`config.mk`:
```
export PLATFORM = sky130hd
export DESIGN_NAME = mem_bus_arbiter
export DESIGN_NICKNAME = d
export VERILOG_FILES = /design/src/rtl/mcu_pkg.sv /design/src/rtl/arb_wait_timer.sv /design/src/rtl/mem_bus_arbiter.sv
export SDC_FILE = /design/constraint.sdc
export NUM_CORES = 1
export LEC_CHECK = 0
export BUFFER_PORTS_ARGS = -buffer_cell sky130_fd_sc_hd__buf_2
export CAP_MARGIN = 20
export CORE_MARGIN = 3
export CORE_UTILIZATION = 42
export CTS_CLUSTER_DIAMETER = 80
export DETAILED_ROUTE_END_ITERATION = 12
export PLACE_DENSITY = 0.77
export SETUP_SLACK_MARGIN = 0.4
export SKIP_CTS_REPAIR_TIMING = 1
export SLEW_MARGIN = 10
export SYNTH_ARGS = -nofsm -noshare
export SYNTH_HDL_FRONTEND = slang
export SYNTH_HIERARCHICAL = 1
export SYNTH_SLANG_ARGS = --single-unit
```
`constraint.sdc`:
```
create_clock -name clk -period 2 [get_ports clk]
set_clock_uncertainty 0.15 [all_clocks]
set_input_delay 0.1 -clock clk [delete_from_list [all_inputs] [get_ports clk]]
set_output_delay 0.1 -clock clk [all_outputs]
set_load 0.1 [all_outputs]
```
`src/rtl/mcu_pkg.sv`:
```
// Shared types and constants for the MCU memory-bus arbiter.
package mcu_pkg;

  typedef enum logic [1:0] {
    StIdle = 2'd0,
    StGntI = 2'd1,
    StGntD = 2'd2,
    StResp = 2'd3
  } arb_state_e;

  typedef enum logic {
    GrantI = 1'b0,
    GrantD = 1'b1
  } grant_e;

  localparam logic [31:0] NOP_INSTR = 32'h0000_0013;

endpackage

```
`src/rtl/arb_wait_timer.sv`:
```
// Counts memory wait states of a granted access; flags the cycle in which the limit is reached.
module arb_wait_timer #(
  parameter int unsigned Limit = 15
) (
  input  logic clk,
  input  logic rst_n,
  input  logic clr_i,
  input  logic inc_i,
  output logic expire_o
);

  localparam int unsigned CntW = $clog2(Limit + 1);

  logic [CntW-1:0] cnt_q, cnt_d;

  always_comb begin
    cnt_d = cnt_q;
    if (clr_i) begin
      cnt_d = '0;
    end else if (inc_i) begin
      cnt_d = cnt_q + CntW'(1);
    end
  end

  // Fires on the wait cycle whose increment would bring the count to Limit.
  assign expire_o = inc_i && (cnt_q == CntW'(Limit - 1));

  always_ff @(posedge clk or negedge rst_n) begin
    if (!rst_n) begin
      cnt_q <= '0;
    end else begin
      cnt_q <= cnt_d;
    end
  end

endmodule

```
`src/rtl/mem_bus_arbiter.sv`:
```
// Round-robin arbiter sharing one memory port between instruction fetch and data access.
// Optional wait-state timeout enabled by MEM_ARB_TIMEOUT_EN.
module mem_bus_arbiter
  import mcu_pkg::*;
#(
  parameter int unsigned ADDR_W      = 32,
  parameter int unsigned DATA_W      = 32,
  parameter int unsigned TIMEOUT_CYC = 15
) (
  input  logic              clk,
  input  logic              rst_n,
  input  logic              if_req,
  input  logic [ADDR_W-1:0] if_addr,
  output logic [DATA_W-1:0] if_rdata,
  output logic              if_ack,
  input  logic              d_req,
  input  logic              d_we,
  input  logic [ADDR_W-1:0] d_addr,
  input  logic [DATA_W-1:0] d_wdata,
  output logic [DATA_W-1:0] d_rdata,
  output logic              d_ack,
  output logic              mem_req,
  output logic              mem_we,
  output logic [ADDR_W-1:0] mem_addr,
  output logic [DATA_W-1:0] mem_wdata,
  input  logic [DATA_W-1:0] mem_rdata,
  input  logic              mem_ack,
  output logic              if_stall,
  output logic              mem_stall,
  output logic              bus_err
);

  arb_state_e        state_q, state_d;
  grant_e            last_grant_q, last_grant_d;
  logic              mem_req_q, mem_req_d;
  logic              mem_we_q, mem_we_d;
  logic [ADDR_W-1:0] mem_addr_q, mem_addr_d;
  logic [DATA_W-1:0] mem_wdata_q, mem_wdata_d;
  logic [DATA_W-1:0] if_rdata_q, if_rdata_d;
  logic [DATA_W-1:0] d_rdata_q, d_rdata_d;
  logic              if_ack_q, if_ack_d;
  logic              d_ack_q, d_ack_d;
  logic              bus_err_q, bus_err_d;
  logic              in_gnt;
  logic              timeout;

  assign in_gnt = (state_q == StGntI) || (state_q == StGntD);

`ifdef MEM_ARB_TIMEOUT_EN
  arb_wait_timer #(
    .Limit(TIMEOUT_CYC)
  ) u_wait_timer (
    .clk     (clk),
    .rst_n   (rst_n),
    .clr_i   (!in_gnt),
    .inc_i   (in_gnt && !mem_ack),
    .expire_o(timeout)
  );
`else
  logic unused_timeout;
  assign unused_timeout = ^TIMEOUT_CYC;
  assign timeout        = 1'b0;
`endif

  always_comb begin
    state_d      = state_q;
    last_grant_d = last_grant_q;
    mem_req_d    = mem_req_q;
    mem_we_d     = mem_we_q;
    mem_addr_d   = mem_addr_q;
    mem_wdata_d  = mem_wdata_q;
    if_rdata_d   = if_rdata_q;
    d_rdata_d    = d_rdata_q;
    if_ack_d     = 1'b0;
    d_ack_d      = 1'b0;
    bus_err_d    = bus_err_q;

    unique case (state_q)
      StIdle: begin
        // On a tie the side that did not win last time gets the bus.
        if (d_req && (!if_req || (last_grant_q == GrantI))) begin
          state_d      = StGntD;
          last_grant_d = GrantD;
          mem_req_d    = 1'b1;
          mem_we_d     = d_we;
          mem_addr_d   = d_addr;
          mem_wdata_d  = d_wdata;
        end else if (if_req) begin
          state_d      = StGntI;
          last_grant_d = GrantI;
          mem_req_d    = 1'b1;
          mem_we_d     = 1'b0;
          mem_addr_d   = if_addr;
        end
      end
      StGntI, StGntD: begin
        if (mem_ack || timeout) begin
          state_d   = StResp;
          mem_req_d = 1'b0;
          mem_we_d  = 1'b0;
          if (state_q == StGntI) begin
            if_ack_d   = 1'b1;
            if_rdata_d = mem_ack ? mem_rdata : DATA_W'(NOP_INSTR);
          end else begin
            d_ack_d = 1'b1;
            if (!mem_we_q) begin
              d_rdata_d = mem_ack ? mem_rdata : '0;
            end
          end
          if (!mem_ack) begin
            bus_err_d = 1'b1;
          end
        end
      end
      StResp: begin
        // Requester's req is still high from the finished access; never regrant here.
        state_d = StIdle;
      end
      default: state_d = StIdle;
    endcase
  end

  always_ff @(posedge clk or negedge rst_n) begin
    if (!rst_n) begin
      state_q      <= StIdle;
      last_grant_q <= GrantI;
      mem_req_q    <= 1'b0;
      mem_we_q     <= 1'b0;
      mem_addr_q   <= '0;
      mem_wdata_q  <= '0;
      if_rdata_q   <= '0;
      d_rdata_q    <= '0;
      if_ack_q     <= 1'b0;
      d_ack_q      <= 1'b0;
      bus_err_q    <= 1'b0;
    end else begin
      state_q      <= state_d;
      last_grant_q <= last_grant_d;
      mem_req_q    <= mem_req_d;
      mem_we_q     <= mem_we_d;
      mem_addr_q   <= mem_addr_d;
      mem_wdata_q  <= mem_wdata_d;
      if_rdata_q   <= if_rdata_d;
      d_rdata_q    <= d_rdata_d;
      if_ack_q     <= if_ack_d;
      d_ack_q      <= d_ack_d;
      bus_err_q    <= bus_err_d;
    end
  end

  assign mem_req   = mem_req_q;
  assign mem_we    = mem_we_q;
  assign mem_addr  = mem_addr_q;
  assign mem_wdata = mem_wdata_q;
  assign if_rdata  = if_rdata_q;
  assign d_rdata   = d_rdata_q;
  assign if_ack    = if_ack_q;
  assign d_ack     = d_ack_q;
  assign bus_err   = bus_err_q;
  assign if_stall  = if_req & ~if_ack_q;
  assign mem_stall = d_req & ~d_ack_q;

endmodule

```
==> results.toml <==
[placement]
port-buffer-count = 267
gp_congestion = 0.796
hpwl_mm = 10.1

[outcome]
violations = "hold timing"
outcome = "finished with violations"

[critical_path]
critPathRequiredTime_ns = 2.13
critPathArrivalTime_ns = 2.10
cp-start-kind = "flip-flop"
path_class = "reg -> reg"
cp_slowest_cell = "dfrtp_1"
path_max_fanout = 32
cp-end-kind = "flip-flop"
crit_chain = "inv_2 -> ha_4 -> nand2_4 -> nor3_4 -> buf_12 -> mux2_2"
cpPeakStageDelay_ns = 0.44

[clock_network]
root_buffer = "clkbuf_16"
cts-htree-levels = 4
clkSlewWorstSetupHoldPaths_ns = 0.06
cts_sinks = 135
clockBufferDepth = 2
cts_buffers = 17
clk_latency_ns = 0.41
cts_tree = "built"

[timing]
setup_tns_ns = 0
setup_viol = 0
slew_headroom_pct = 65.7
holdWs_ns = -0.169
min_period_ns = 1.97
slew_violations = 0
tightestPinTransition_ns = 0.518
max_freq_ghz = 0.508
final_hold_viol_count = 3
rsz0062_at_grt = "yes"
min_period_over_period_pct = 98.5

[floorplanning]
ioPinCount = 269
coreArea_um2 = 12700
dieArea_um2 = 14400
die_h_um = 120
start_util_pct = 43.2
core.rowCount = 41
die_x_um = 120

[synthesis]
yosysSeqAreaShare_pct = 61.7
ys_seq_elements = 135
yosys_warnings = 6
syn_area_um2 = 5470
synthDistinctLibCells = 25
synth_cells = 417
synthesis.nets = 555
synth.avg_cell_area_um2 = 13.1

[route]
dr.pass1.iters = 4
wl_per_cell_um = 17.8
drc = 0
vias = 5065
viasPerCell = 5.00
drt_iter0_drc = 343
drt-total-wl_mm = 18.0
ant_nets = 0

[final_layout]
diodes = 0
drive_gt1_share_pct = 49.9
final_common_cell = "buf_2"
final_cell_mix = "264 x buf_2, 133 x dfrtp_1, 129 x dlygate4sd3_1, 65 x nand2_1, 65 x mux2_2"
area_delta_synth_final_pct = 67.0
num-nets-final = 968

[min_path]
hold_class = "in -> reg"

[global_route]
grt_max_degree = 53
grt_pass1_wl_mm = 21.6
gr-total-overflow = 0
grt_pass1_vias = 4417
antenna_found_initial = 0
grt_use_total_pct = 19.1

[job]
cap_violations = 0
-- cell usage after synthesis (all sizes together) --
| cell type | n | area, µm² |
|---|---|---|
| dfrtp | 135 | 3380 |
| mux2 | 97 | 1170 |
| nand2 | 67 | 254 |
| nor2 | 34 | 128 |
| a31oi | 33 | 206 |
| buf | 15 | 104 |
| clkbuf | 8 | 30.0 |
| inv | 8 | 30.0 |
| ha | 4 | 50.1 |
| nor2b | 3 | 18.8 |
| a21oi | 2 | 10.0 |
| mux2i | 2 | 20.0 |
| o22ai | 2 | 12.5 |
| a21bo | 1 | 10.0 |
| a21boi | 1 | 18.8 |
| conb | 1 | 3.75 |
| nor3 | 1 | 10.0 |
| o21a | 1 | 7.51 |
| o21ai | 1 | 5.00 |
| o32a | 1 | 10.0 |
-- flip-flops by register name, indices dropped and copies added (netlist names) --
name	flops
state_q	2
if_rdata	32
mem_we	1
last_grant_q	1
mem_req	1
d_rdata	32
d_ack	1
mem_addr	32
mem_wdata	32
if_ack	1
-- per-layer routing --
| metal | wire length [µm] | up-vias | global-route usage [%] |
|---|---|---|---|
| met3 | 1280 | 56 | 4.48 |
| met4 | 705 | 0 | 9.23 |
| met2 | 9670 | 287 | 34.6 |
| met5 | 0 | - | 0 |
| met1 | 6370 | 2468 | 21.0 |
| li1 | - | 2254 | - |
-- cell type report --
| type | instances | area (µm²) |
|---|---|---|
| clock inverters | 11 | 123 |
| clock buffers | 20 | 467 |
| flip-flops and latches | 135 | 3380 |
| well taps | 172 | 215 |
| fillers | 807 | 3530 |
| multi-input cells | 251 | 2000 |
| inverters | 8 | 30.0 |
| repair buffers | 417 | 2930 |
-- final timing paths --
check                              start  cells after the start  slack (ns)             to
max reg2reg                   state_q[0]                      6        0.03    d_rdata[14]
max                           state_q[0]                      6        0.03    d_rdata[14]
max in group asynchronous          rst_n                      3        1.02  mem_wdata[28]
min reg2reg                mem_wdata[21]                      1        0.34  mem_wdata[21]
min in group asynchronous          rst_n                      2        0.08    d_rdata[31]
min                         mem_rdata[4]                      2       -0.17    if_rdata[4]
-- kinds of logic (layout without fill, tap and decap cells) --
group                    count (synthesis)  in the layout  share of synthesized area [%]
multiplexers                            99             99                           21.7
AND/OR/NAND/NOR                        105            105                           7.50
other                                    1              1                         0.0685
flip-flops                             135            135                           61.7
adder cells (fa/ha/maj)                  4              4                          0.914
AO/OA/AOI/OAI                           42             42                           5.12
buffers and inverters                   31            456                           2.99
-- worst max-delay path: cells and delay by family (launching register included) --
kind / cells / cell delay [ns]
fa+ha+maj: 1 / 0.29
buf+inv: 2 / 0.31
simple gates: 2 / 0.27
flops: 1 / 0.44
mux: 1 / 0.37
-- stage by stage --
step	worst slack [ns]	util, %	cells	instance area, µm²	hold slack [ns]
3_3_place_gp	0.136	56.0	843	7090	-0.0768
6_report	0.0301	72.2	1014	9140	-0.169
2_1_floorplan	0.158	-	417	5530	-0.346
3_5_place_dp	0.0707	56.0	843	7090	-0.0652
5_1_grt	0.0128	72.2	1014	9140	-0.189
4_1_cts	0.0574	60.6	874	7680	-0.511
Power is left out: the tool's default activity adds up to more than one toggle a clock period on the data nets, which glitch-free logic cannot reach.
